**config.mk**
```make
export PLATFORM = sky130hd
export DESIGN_NAME = lab3_sweep_ctrl
export DESIGN_NICKNAME = d
export VERILOG_FILES = /design/src/rtl/lab3_sweep_ctrl.sv
export SDC_FILE = /design/constraint.sdc
export NUM_CORES = 1
export LEC_CHECK = 0
export CAP_MARGIN = 30
export CORE_UTILIZATION = 40
export CTS_CLUSTER_SIZE = 30
export DETAILED_ROUTE_END_ITERATION = 6
export HOLD_SLACK_MARGIN = 0.12
export PLACE_DENSITY = 0.69
export SYNTH_ARGS = -nofsm -noshare
export SYNTH_HDL_FRONTEND = slang
export SYNTH_SLANG_ARGS = --single-unit
```
**constraint.sdc**
```tcl
create_clock -name clk -period 3.8 [get_ports clk]
set_clock_uncertainty 0.05 [all_clocks]
set_input_delay 0.76 -clock clk [delete_from_list [all_inputs] [get_ports clk]]
set_output_delay 0.76 -clock clk [all_outputs]
set_load 0.03 [all_outputs]
```
**src/rtl/lab3_sweep_ctrl.sv**
```systemverilog
// Self-test sequencer for the 3-in/2-out logic block: steps {a,b,c} through 000..111,
// samples x/y at the end of each hold window and accumulates mismatch results.
module lab3_sweep_ctrl #(
    parameter int unsigned HOLD_CYCLES = 4,
    parameter logic [7:0]  EXP_X       = 8'b1110_1000,
    parameter logic [7:0]  EXP_Y       = 8'b1001_0110
) (
    input  logic       clk,
    input  logic       reset,
    input  logic       start,
    input  logic       abort,
    output logic       a_o,
    output logic       b_o,
    output logic       c_o,
    input  logic       x_i,
    input  logic       y_i,
    output logic       busy,
    output logic       done,
    output logic       pass,
    output logic [3:0] err_count,
    output logic [2:0] first_fail_vec,
    output logic       first_fail_valid,
    output logic [2:0] vec_idx,
    output logic [1:0] dbg_state_o
);

    // Control protocol: start/abort are plain levels sampled every rising edge.
    // start only matters outside a sweep; abort always beats start.
    typedef enum logic [1:0] {
        S_IDLE  = 2'd0,
        S_DRIVE = 2'd1,
        S_DONE  = 2'd2
    } state_t;

    localparam logic [7:0] HOLD_LAST = 8'(HOLD_CYCLES - 1);

    state_t     state_q;
    logic [7:0] hold_q;
    logic [2:0] vec_q;
    logic [2:0] drive_q;
    logic [2:0] ffvec_q;
    logic [3:0] err_q;
    logic       busy_q;
    logic       done_q;
    logic       pass_q;
    logic       ffv_q;

    logic       sample_pt;
    logic       vec_err;
    logic       launch;
    logic [3:0] err_d;
    logic [2:0] vec_d;

    assign sample_pt = (hold_q == HOLD_LAST);
    assign vec_err   = (x_i != EXP_X[vec_q]) || (y_i != EXP_Y[vec_q]);
    // One count per vector, even when x and y both disagree.
    assign err_d     = err_q + {3'b000, vec_err};
    assign vec_d     = vec_q + 3'd1;
    assign launch    = start && !abort;

    always_ff @(posedge clk) begin
        if (reset) begin
            state_q <= S_IDLE;
            hold_q  <= 8'd0;
            vec_q   <= 3'd0;
            drive_q <= 3'd0;
            ffvec_q <= 3'd0;
            err_q   <= 4'd0;
            busy_q  <= 1'b0;
            done_q  <= 1'b0;
            pass_q  <= 1'b0;
            ffv_q   <= 1'b0;
        end else begin
            case (state_q)
                S_IDLE, S_DONE: begin
                    if (abort) begin
                        done_q <= 1'b0;
                        pass_q <= 1'b0;
                    end else if (launch) begin
                        state_q <= S_DRIVE;
                        hold_q  <= 8'd0;
                        vec_q   <= 3'd0;
                        drive_q <= 3'd0;
                        ffvec_q <= 3'd0;
                        err_q   <= 4'd0;
                        busy_q  <= 1'b1;
                        done_q  <= 1'b0;
                        pass_q  <= 1'b0;
                        ffv_q   <= 1'b0;
                    end
                end
                S_DRIVE: begin
                    if (abort) begin
                        // Results and vec_idx stay put so the aborted point can be inspected.
                        state_q <= S_IDLE;
                        busy_q  <= 1'b0;
                        done_q  <= 1'b0;
                        pass_q  <= 1'b0;
                        drive_q <= 3'd0;
                    end else if (sample_pt) begin
                        err_q <= err_d;
                        if (vec_err && !ffv_q) begin
                            ffvec_q <= vec_q;
                            ffv_q   <= 1'b1;
                        end
                        if (vec_q == 3'd7) begin
                            state_q <= S_DONE;
                            busy_q  <= 1'b0;
                            done_q  <= 1'b1;
                            pass_q  <= (err_d == 4'd0);
                            drive_q <= 3'd0;
                        end else begin
                            vec_q   <= vec_d;
                            drive_q <= vec_d;
                            hold_q  <= 8'd0;
                        end
                    end else begin
                        hold_q <= hold_q + 8'd1;
                    end
                end
                default: begin
                    state_q <= S_IDLE;
                    busy_q  <= 1'b0;
                    done_q  <= 1'b0;
                    pass_q  <= 1'b0;
                    drive_q <= 3'd0;
                end
            endcase
        end
    end

    assign a_o              = drive_q[2];
    assign b_o              = drive_q[1];
    assign c_o              = drive_q[0];
    assign busy             = busy_q;
    assign done             = done_q;
    assign pass             = pass_q;
    assign err_count        = err_q;
    assign first_fail_vec   = ffvec_q;
    assign first_fail_valid = ffv_q;
    assign vec_idx          = vec_q;
    assign dbg_state_o      = state_q;

endmodule
```
==> results.cfg <==
[floorplan]
start_util = 0.421
ioPinCount = 25
core_area_um2 = 3720
die_h_um = 64.5
die_x_um = 64.5
design.die.area_um2 = 4160
rows = 22

[synthesis]
ys_top_cells_by_area = dfxtp_1 (37%), a21oi_1 (6.4%), ha_1 (5.6%)
avgSynthCellArea_um2 = 8.68
ys_warn_count = 0
async_flop_share = 0
syn_inst = 180
synth_seq_cells = 29
syn_nets = 193
seq_area_frac_synth = 0.371
ys.flop_type = dfxtp_1
synth_cell_type_count = 47
syn_area_um2 = 1560
synth_area_leader_cell = dfxtp_1
yosysTopAreaCellShare = 0.371
synth_edf_count = 0

[worst_setup_path]
cp_data_required_time_ns = 3.91
crit_path_max_fanout = 8
cp.arrival_ns = 3.07
r2r-start = vec_idx[0]
end_kind = flip-flop
rr_worst_depth = 7
crit_start = abort
cp-start-kind = primary input
reg2reg_slack_ns = 1.06
crit_type = primary input to flip-flop

[clocking]
hold_buffers = 0
numCtsBuffers = 5
cts-root-buf = clkbuf_8
cts_setup_buffers = 0
cts_resized = 0
clkTransAtPathRegs_ns = 0.05
clock_sinks = 29
cts_tree = yes
cts_max_level = 2
clk_path_buf_depth = 2
worstSkewPairLatency_ns = 0.28

[sta]
setup_viol = 0
rsz0062_at_grt = false
fin_ws_ns = 0.831
hold_viol = 0
timing.final.crit_share = 0.781
holdWs_ns = 0.432
tns_ns = 0
relSlewSlack = 0.394
worst_pin_slew_ns = 0.899
min_period_ns = 2.97
finalMaxSlewViolations = 0
fmax_mhz = 337

[grt]
track_usage = 0.204
grt_antenna_before_repair = 0
grt_max_degree = 16
grt_pass1_wl_um = 6510
grt_pass1_vias = 1396
gr-total-overflow = 0

[layout]
fin_cells = 253
diodes = 0
postLayoutCellArea_um2 = 1920
area_delta_synth_final_pct = 23.0
nFillCells = 358
final_nets = 218
drive_gt1_frac = 0.0634

[drt]
drc = 0
first_pass_iters = 4
wl_um = 3800
avgRoutedWirePerCell_um = 15.0
drt_iter0_drc = 61
vias_per_cell = 6.07
ant_nets = 0
vias = 1536

[placement]
dp_hpwl_um = 2830
placed_cells = 246
gp_congestion = 0.865
place_area_um2 = 1840
place_ws_ns = 0.566
port-buffer-count = 24

[min_path]
hold_path_class = flip-flop to flip-flop

[status]
status = finished, final reports clean

[pwr]
p_per_area_nw_per_um2 = 318
peakVddDrop_uv = 184
cellLeakagePower_nw = 0.644

[flow_run]
drv_cap = 0
-- metrics by stage --
| step | util | power [mW] |
|---|---|---|
| after floorplan | - | 0.348 |
| after global placement | 0.494 | 0.363 |
| after detailed placement | 0.494 | 0.364 |
| after CTS | 0.517 | 0.617 |
| after global routing | 0.517 | 0.637 |
| final | 0.517 | 0.612 |
-- cell families (layout without fill, tap and decap cells) --
| kind of cell | after synthesis | after routing | share of synthesized area |
|---|---|---|---|
| and+or+nand+nor | 68 | 68 | 0.280 |
| adders and majority gates | 7 | 7 | 0.0560 |
| xor gates and xnor gates | 5 | 5 | 0.0280 |
| buffers and inverters | 11 | 36 | 0.0320 |
| muxes | 1 | 1 | 0.00641 |
| AOI/OAI and AO/OA | 59 | 59 | 0.226 |
| DFF | 29 | 29 | 0.371 |
-- placed cells by master, fill, tap and decap left out, types with 2 or more instances in the layout --
cell type        instances
a211oi_1                 3
a21o_1                   4
a21oi_1                 20
a311oi_1                 2
a31oi_1                  6
clkbuf_8                 6
clkdlybuf4s50_1         24
dfxtp_1                 29
ha_1                     7
inv_1                    4
nand2_1                  7
nand3_1                 13
nand3b_1                 6
nand4_1                  4
nor2_1                   9
nor2b_1                  2
nor3_1                   2
nor3_2                   2
nor3b_1                  3
o21a_1                   2
o21ai_0                 14
or3_1                    4
or4_1                    4
xnor2_1                  3
xor2_1                   2
-- critical path, cell delays in order --
cell and delay, ns:
clkdlybuf4s50_1 0.54, or4b_4 0.58, or4_4 0.54, a21o_1 0.19
ha_1 0.30, xor2_1 0.16
-- area by class of cell --
cell class	instances	area (µm²)	area share
repair buffers	25	248	0.129
well taps	48	60.1	0.0313
clock buffers	7	86.3	0.0449
multi-input cells	140	932	0.485
flip-flops and latches	29	581	0.302
inverters	4	15.0	0.00781
-- where the power goes --
part / leakage (nW) / switching, mW / total [mW] / internal [mW]
Combinational: 0.366 / 0.0315 / 0.0494 / 0.0179
Clock: 0.0443 / 0.110 / 0.254 / 0.143
Sequential: 0.234 / 0.00279 / 0.309 / 0.306
-- worst min path at each step --
| stage | from | end | slack, ns | cells past startpoint |
|---|---|---|---|---|
| finish | drive_q[0] | drive_q[0] | 0.43 | 2 |
| global route | err_count[0] | err_count[0] | 0.46 | 2 |
| CTS | drive_q[0] | drive_q[0] | 0.43 | 2 |
| detailed placement | drive_q[0] | drive_q[0] | 0.42 | 2 |
| global placement | err_count[0] | err_count[0] | 0.41 | 2 |
| floorplan | hold_q[7] | hold_q[7] | 0.43 | 1 |
-- sequential cells by signal, summed over array words and instances (netlist names), named ones only --
register	cells
busy	1
first_fail_valid	1
first_fail_vec	3
done	1
hold_q	8
vec_idx	3
drive_q	3
err_count	4
dbg_state_o	2
pass	1
-- layer usage --
| layer | routed length [µm] | track usage |
|---|---|---|
| met5 | 0 | 0 |
| met3 | 252 | 0.0511 |
| met1 | 1680 | 0.255 |
| met2 | 1800 | 0.329 |
| met4 | 70 | 0.0917 |
-- cells in the mapped netlist, types with 2 or more instances --
master,instances
a21o_1,4
xor2_1,2
nor3_1,2
ha_1,7
o21a_1,2
nand4_1,4
a211oi_1,3
nand3b_1,6
nand3_1,13
or3_1,4
nor3_2,2
nor2b_1,2
clkbuf_1,5
o21ai_0,14
or4_1,4
xnor2_1,3
a31oi_1,6
nor3b_1,3
a21oi_1,20
inv_1,4
a311oi_1,2
nor2_1,9
dfxtp_1,29
nand2_1,7
No activity file was read; power rests on OpenSTA's default activity.
